File: config.mk
export PLATFORM = sky130hd
export DESIGN_NAME = note_tone_env
export DESIGN_NICKNAME = d
export VERILOG_FILES = /design/src/rtl/note_tone_env.sv
export SDC_FILE = /design/constraint.sdc
export NUM_CORES = 1
export LEC_CHECK = 0
export CORE_MARGIN = 2
export CORE_UTILIZATION = 35
export CTS_BUF_LIST = sky130_fd_sc_hd__clkbuf_8
export CTS_CLUSTER_SIZE = 8
export DETAILED_ROUTE_END_ITERATION = 8
export GPL_ROUTABILITY_DRIVEN = 0
export PLACE_DENSITY = 0.61
export SYNTH_ARGS = -nofsm -noshare
export SYNTH_HDL_FRONTEND = slang
export SYNTH_SLANG_ARGS = --single-unit
File: constraint.sdc
create_clock -name CLOCK_50 -period 1.9 [get_ports CLOCK_50]
set_input_delay 0.38 -clock CLOCK_50 [delete_from_list [all_inputs] [get_ports CLOCK_50]]
set_output_delay 0.38 -clock CLOCK_50 [all_outputs]
set_load 0.005 [all_outputs]
File: src/rtl/note_tone_env.sv
// Voice stage: note-pitched square tone plus an envelope-shaped PWM copy for the speaker pin.
// Build option: define ENV_ATTACK_EN for a linear attack ramp; undefined, a strike jumps to full level.
module note_tone_env #(
   parameter int unsigned HALF_W  = 17,
   parameter int unsigned ENV_DIV = 16,
   parameter int unsigned PWM_W   = 8
) (
   input  logic             CLOCK_50,
   input  logic             reset,
   input  logic [2:0]       note,
   input  logic             note_stb,
   input  logic             play,
   output logic             tone_out,
   output logic             pwm_out,
   output logic [PWM_W-1:0] level,
   output logic             busy
);

`ifdef ENV_ATTACK_EN
   typedef enum logic [1:0] {StIdle, StAttack, StSustain, StDecay} state_e;
`else
   typedef enum logic [1:0] {StIdle, StSustain, StDecay} state_e;
`endif

   localparam logic [PWM_W-1:0] LvlMax = '1;

   function automatic logic [HALF_W-1:0] half_period(input logic [2:0] n);
      logic [HALF_W-1:0] hp;
      case (n)
         3'd0: hp = HALF_W'(95556);
         3'd1: hp = HALF_W'(85131);
         3'd2: hp = HALF_W'(75843);
         3'd3: hp = HALF_W'(71586);
         3'd4: hp = HALF_W'(63776);
         3'd5: hp = HALF_W'(56818);
         3'd6: hp = HALF_W'(50619);
         3'd7: hp = HALF_W'(47778);
      endcase
      return hp;
   endfunction

   state_e              state_q, state_d;
   logic [PWM_W-1:0]    level_q, level_d;
   logic [HALF_W-1:0]   phase_q, phase_d;
   logic                tone_q, tone_d;
   logic [ENV_DIV-1:0]  tick_cnt_q;
   logic [PWM_W-1:0]    pwm_cnt_q;
   logic                tick;
   logic                strike;

   assign tick   = &tick_cnt_q;
   assign strike = note_stb & play;

   always_comb begin
      state_d = state_q;
      level_d = level_q;
      phase_d = phase_q;
      tone_d  = tone_q;

      // The note input is only sampled at a reload, so a mid-period change never cuts a half-cycle.
      if (state_q == StIdle) begin
         phase_d = half_period(note) - HALF_W'(1);
         tone_d  = 1'b0;
      end else if (phase_q == '0) begin
         phase_d = half_period(note) - HALF_W'(1);
         tone_d  = ~tone_q;
      end else begin
         phase_d = phase_q - HALF_W'(1);
      end

      unique case (state_q)
         StIdle: begin
            if (strike) begin
`ifdef ENV_ATTACK_EN
               state_d = StAttack;
`else
               state_d = StSustain;
               level_d = LvlMax;
`endif
            end
         end
`ifdef ENV_ATTACK_EN
         StAttack: begin
            if (strike) begin
               state_d = StAttack;
            end else if (!play) begin
               state_d = StDecay;
            end else if (level_q == LvlMax) begin
               state_d = StSustain;
            end else if (tick) begin
               level_d = level_q + PWM_W'(1);
               if (level_d == LvlMax) state_d = StSustain;
            end
         end
         StSustain: begin
            if (strike) state_d = StAttack;
            else if (!play) state_d = StDecay;
         end
`else
         StSustain: begin
            if (!play) state_d = StDecay;
         end
`endif
         StDecay: begin
            if (strike) begin
`ifdef ENV_ATTACK_EN
               state_d = StAttack;
`else
               state_d = StSustain;
               level_d = LvlMax;
`endif
            end else if (level_q == '0) begin
               state_d = StIdle;
               tone_d  = 1'b0;
            end else if (tick) begin
               level_d = level_q - PWM_W'(1);
               if (level_d == '0) begin
                  state_d = StIdle;
                  tone_d  = 1'b0;
               end
            end
         end
         default: state_d = StIdle;
      endcase
   end

   always_ff @(posedge CLOCK_50) begin
      if (reset) begin
         state_q    <= StIdle;
         level_q    <= '0;
         phase_q    <= '0;
         tone_q     <= 1'b0;
         tick_cnt_q <= '0;
         pwm_cnt_q  <= '0;
      end else begin
         state_q    <= state_d;
         level_q    <= level_d;
         phase_q    <= phase_d;
         tone_q     <= tone_d;
         tick_cnt_q <= tick_cnt_q + ENV_DIV'(1);
         pwm_cnt_q  <= pwm_cnt_q + PWM_W'(1);
      end
   end

   assign tone_out = tone_q;
   assign level    = level_q;
   assign busy     = (state_q != StIdle);
   assign pwm_out  = tone_q & (pwm_cnt_q < level_q);

endmodule

After elaboration in Yosys (flattened, before gate mapping)
Memories as Yosys holds them, arrays and structs flattened.
Index checks and enable logic that the tools add are counted.
- bits in registers: 52
- bits in read-only memories: 272
- input port bits: 7
- output and inout bits: 11
- word-level logic and storage cells: 59
- memories: 2
- add/subtract/negate cells: 6
- order comparisons: 1
- equal/unequal tests: 8
- muxes and demuxes: 24
- bitwise logic cells: 3
- reduce and logical (&&, ||, !) cells: 9
- memories (name ; words ; width ; read ports ; clocked after Yosys merged registers in ; wr ports ; line ; text):
    (no name shown) ; 8 ; 17 ; 1 ; 0 ; 0 ; 29 ; case (n)
    (no name shown) ; 8 ; 17 ; 1 ; 0 ; 0 ; 29 ;
- operator list (cell ; number):
    two-way mux 17 bit ; 5
    subtractor 17 x 1 -> 17 bit (second input constant) ; 3
    two-way mux 8 bit ; 4
    zero test 17 bit ; 1
    adder 16 x 1 -> 16 bit (second input constant) ; 1
    zero test 8 bit ; 2
    one-hot mux 8 bit (2 select lines) ; 1
    AND reduction 16 bit ; 1
    two-way mux 2 bit ; 6
    adder 8 x 1 -> 8 bit (second input constant) ; 1
    < comparator 8 bit ; 1
    != test 4 bit (second input constant) ; 2
    AND reduction 4 bit ; 2
    subtractor 8 x 1 -> 8 bit (second input constant) ; 1
    two-way mux 1 bit ; 7
    != test 3 bit (second input constant) ; 2
    one-hot mux 2 bit (3 select lines) ; 1
    != test 2 bit (second input constant) ; 2
    nonzero test 2 bit ; 2
    AND 1 bit ; 2
    equality test 2 x 1 -> 1 bit (second input constant) ; 1
    equality test 2 bit (second input constant) ; 1
    zero test 2 bit ; 1
    NOT 1 bit ; 1

Logic depth before layout (Yosys ltp)
- word-level depth: 8
- gate-level depth with buffers: 9
- gate-level depth less buffers: 8

Worst setup path after synthesis
No wires, ideal clock.
- path type: register -> register
- from: register tick_cnt_q[0]
- to: register level_q[1], in the netlist level[1]
- library setup time: 95 ps
- data arrival time: 1828 ps
- required time: 1805 ps
- path slack: -23 ps
- stages on the path, launching flop included: 7
- buffers on the path: 0
- period minus slack after synthesis: 1923 ps
- path through: dfxtp_1 -> ha_1 -> nand3_2 -> or4_4 -> nor3b_4 -> nor2_2 -> a221oi_1
- longest elaborated chain between the ends: 3
- RTL lines (element ; line ; text):
    start, declared ; 46 ; logic [ENV_DIV-1:0] tick_cnt_q;
    start signal, assigned ; 140 ; tick_cnt_q <= tick_cnt_q + ENV_DIV'(1);
    AND reduction 16 bit ; 51 ; assign tick = &tick_cnt_q;
    != test 3 bit (no line) ; n/a ;
    AND reduction 4 bit (no line) ; n/a ;
    end signal, assigned ; 137 ; level_q <= level_d;
    end, declared ; 43 ; logic [PWM_W-1:0] level_q, level_d;
No other way between the ends.
A chain may end at the register's enable or synchronous reset.

Final worst setup path
- from: register level_q[5], in the netlist level[5]
- to: output pwm_out
- longest elaborated chain between the ends: 2
- RTL lines (element ; line ; text):
    < comparator 8 bit ; 148 ; assign pwm_out = tone_q & (pwm_cnt_q < level_q);
    AND 1 bit ; 148 ;
    end, declared ; 14 ; output logic pwm_out,
No other way between the ends.

==> summary.md <==
| Metric | Value |
|---|---|
| Filler cells | `855` |
| Initial antenna violation count | `0` |
| Root buffer cell | `clkbuf_8` |
| Starting Density | `36.0%` |
| Top-area cell type share of the netlist area | `33.3%` |
| Layout cell share with drive strength beyond 1 | `29.6%` |
| Net Count, Synth | `403` |
| DIE HEIGHT | `98.5 um` |
| Fmax | `502 MHz` |
| Fin worst setup slack | `-0.0919 ns` |
| CP Launch Type | `flip-flop` |
| Area leader, netlist | `dfxtp_1` |
| Post-synthesis adder-cell area fraction | `8.01%` |
| RSZ-0062 raised after global routing | `yes` |
| Die Width | `98.5 um` |
| DR iter-0 viols | `136` |
| Fin area | `0.00413 mm^2` |
| Post-Place Cells | `548` |
| Via-to-Cell Ratio | `5.04` |
| CTS Sinks | `52` |
| Post-synth ARST share | `0%` |
| Synth Area in Compound Gates | `13.9%` |
| Syn. warnings | `0` |
| Synth Area in Simple Gates | `29.4%` |
| Std cell rows | `34` |
| DRC | `0` |
| Xor and xnor area share after synthesis | `10.6%` |
| Rel. slew slack | `59.2%` |
| Max_cap viols | `0` |
| Crit. End Element | `primary output` |
| Area of the multi-input gates | `0.00210 mm^2` |
| H-tree Lvls | `2` |
| IO Pins | `18` |
| Status | `finished, violations left` |
| Area growth, synth to finish | `32.1%` |
| Total power | `2.60 mW` |
| Fin cells | `561` |
| Hold Path Class | `reg -> reg` |
| Diodes inserted | `0` |
| Total number of vias | `2826` |
| Seq/Total Area, Yosys | `33.3%` |
| First-pass GRT wire length | `12400 um` |
| Remaining global-route overflow | `0` |
| Layout Nets | `479` |
| Mapped Area | `0.00313 mm^2` |
| Die area | `0.00970 mm^2` |
| Vias in the first global route | `2785` |
| # setup viols final | `1` |
| Clock Skews | `0.00827 ns` |
| Min cycle time layout | `1.99 ns` |
| Cts bufs inserted | `5` |
| Power Density | `631 mW/mm^2` |
| Synthesized instance count | `376` |
| Clk slew on worst S/H paths | `0.10 ns` |
| Detailed Place HPWL | `5450 um` |
| Seq. cell area | `0.00106 mm^2` |
| Most frequent cells in the layout | `buf_4 (66), nor2_1 (53), dfxtp_1 (42)` |
| Period utilization | `105%` |
| Post-Route WL | `7350 um` |
| Leakage | `1.59 nW` |
| Post-route ant nets | `0` |
| Most common cell after layout, fill and taps aside | `buf_4` |
| Multiplexer area fraction after synthesis | `0.641%` |
| Avg Synthesized Cell Area | `8.31 um^2` |
| Worst-path cell chain | `inv_1, ha_1, nand2_1, nand3_1, o311ai_1, buf_2` |
| Worst EP arrival | `1.61 ns` |
| Actual slew at the worst max-slew pin | `0.611 ns` |
| Max clock buf depth | `2` |
| Post-placement setup slack | `-0.528 ns` |
| Wirelength per Cell | `13.1 um` |
| Largest net degree at the start of global routing | `30` |
| Total track usage | `15.3%` |
| Hold-fix buffers, CTS | `0` |
| Clock latency on the worst-skew pair | `0.30 ns` |
| CP required | `1.52 ns` |
| Worst path slowest cell | `dfxtp_2` |
| Iteration count of the initial detailed-routing pass | `4` |
| Core footprint | `0.00868 mm^2` |
| Synth cell types | `49` |
| Post-synth EDFFs | `0` |
| Core Util, Final | `47.6%` |
| CP Class | `reg -> out` |
| Violated checks | `setup timing` |
| Synth area leaders | `dfxtp_1 (33%), ha_1 (8.0%), nor2_1 (6.5%)` |
| Reg2reg setup slack | `0.07 ns` |
| Main combinational cell family by area after synthesis | `simple AND/OR/NAND/NOR gates` |
| Peak VDD IR | `0.356 mV` |
| Slew Viols, Final | `0` |
| Area after DPL | `0.00384 mm^2` |
| Final hold violations | `0` |
| CTS tree | `yes` |
| Crit Path Max Fanout | `2` |
| PortBufs | `17` |
| Crit-path max cell delay | `0.33 ns` |
| Primary FF master, synth | `dfxtp_1` |
| Synth Register Bits | `52` |
synth_stat cells, types with 10 or more instances:
master and count:
nor2_1 54, nand2_1 25, a21oi_1 18, nand3_1 18
inv_1 15, clkbuf_1 12, xor2_1 17, a211oi_2 10
xnor2_1 21, dfxtp_1 52, ha_1 20, nor3_1 19
worst paths after layout:
check | startpoint | to | depth (start not counted)
hold / removal | tick_cnt_q[8] | tick_cnt_q[8] | 2
hold reg to reg | tick_cnt_q[8] | tick_cnt_q[8] | 2
setup reg to reg | tick_cnt_q[1] | level[6] | 6
setup / recovery | level[5] | pwm_out | 6
logic make-up (layout without fill, tap and decap cells):
group / Yosys count / in the layout
xor gates and xnor gates: 38 / 38
buffers and inverters: 31 / 108
and+or+nand+nor: 175 / 175
AOI/OAI and AO/OA: 58 / 58
muxes: 2 / 2
adders and majority gates: 20 / 20
DFF: 52 / 52
layer usage:
metal | share of wire, % | track usage [%] | vias up
li1 | - | - | 1470
met2 | 49 | 27.0 | 28
met3 | 2.1 | 2.41 | 5
met5 | 0 | 0 | -
met1 | 48 | 19.0 | 1323
met4 | 0.79 | 5.06 | 0
sequential cells by signal, summed over array words and instances, names as in the netlist:
name / cells
phase_q: 17
tick_cnt_q: 16
level: 8
pwm_cnt_q: 8
state_q: 2
tone_out: 1
area by class of cell:
cell class / instances / share of cell area (%)
Clock buffer: 6 / 2.00
Clock inverter: 2 / 0.333
Inverter: 15 / 1.36
Multi-Input combinational cell: 293 / 50.8
Sequential cell: 52 / 25.6
Tap cell: 108 / 3.27
Timing Repair Buffer: 85 / 16.7
critical path: cells and delay by family (launching register included):
| kind | cells | cell delay, ns |
|---|---|---|
| AO/OA/AOI/OAI | 1 | 0.29 |
| flip-flops | 1 | 0.33 |
| buffers and inverters | 2 | 0.23 |
| AND/OR/NAND/NOR | 2 | 0.16 |
| adder cells (fa/ha/maj) | 1 | 0.30 |
through the flow:
stage	setup TNS (ns)	hold WS [ns]
floorplan	0	0.408
global placement	-2.64	0.421
detailed placement	-3.21	0.426
CTS	-0.166	0.440
global route	-0.187	0.531
finish	-0.0919	0.494
power breakdown:
| part | internal (mW) | switching, mW |
|---|---|---|
| Combinational | 0.363 | 0.345 |
| Clock | 0.299 | 0.377 |
| Sequential | 1.16 | 0.0630 |
repair_timing:
item | in CTS | in global routing
pin swaps | 9 | 10
gates resized for setup | 20 | 26
buffers inserted | 3 | 2
gates cloned | 0 | 0
endpoints found under the setup margin | 5 | 28
(Power assumes the default switching activity.)
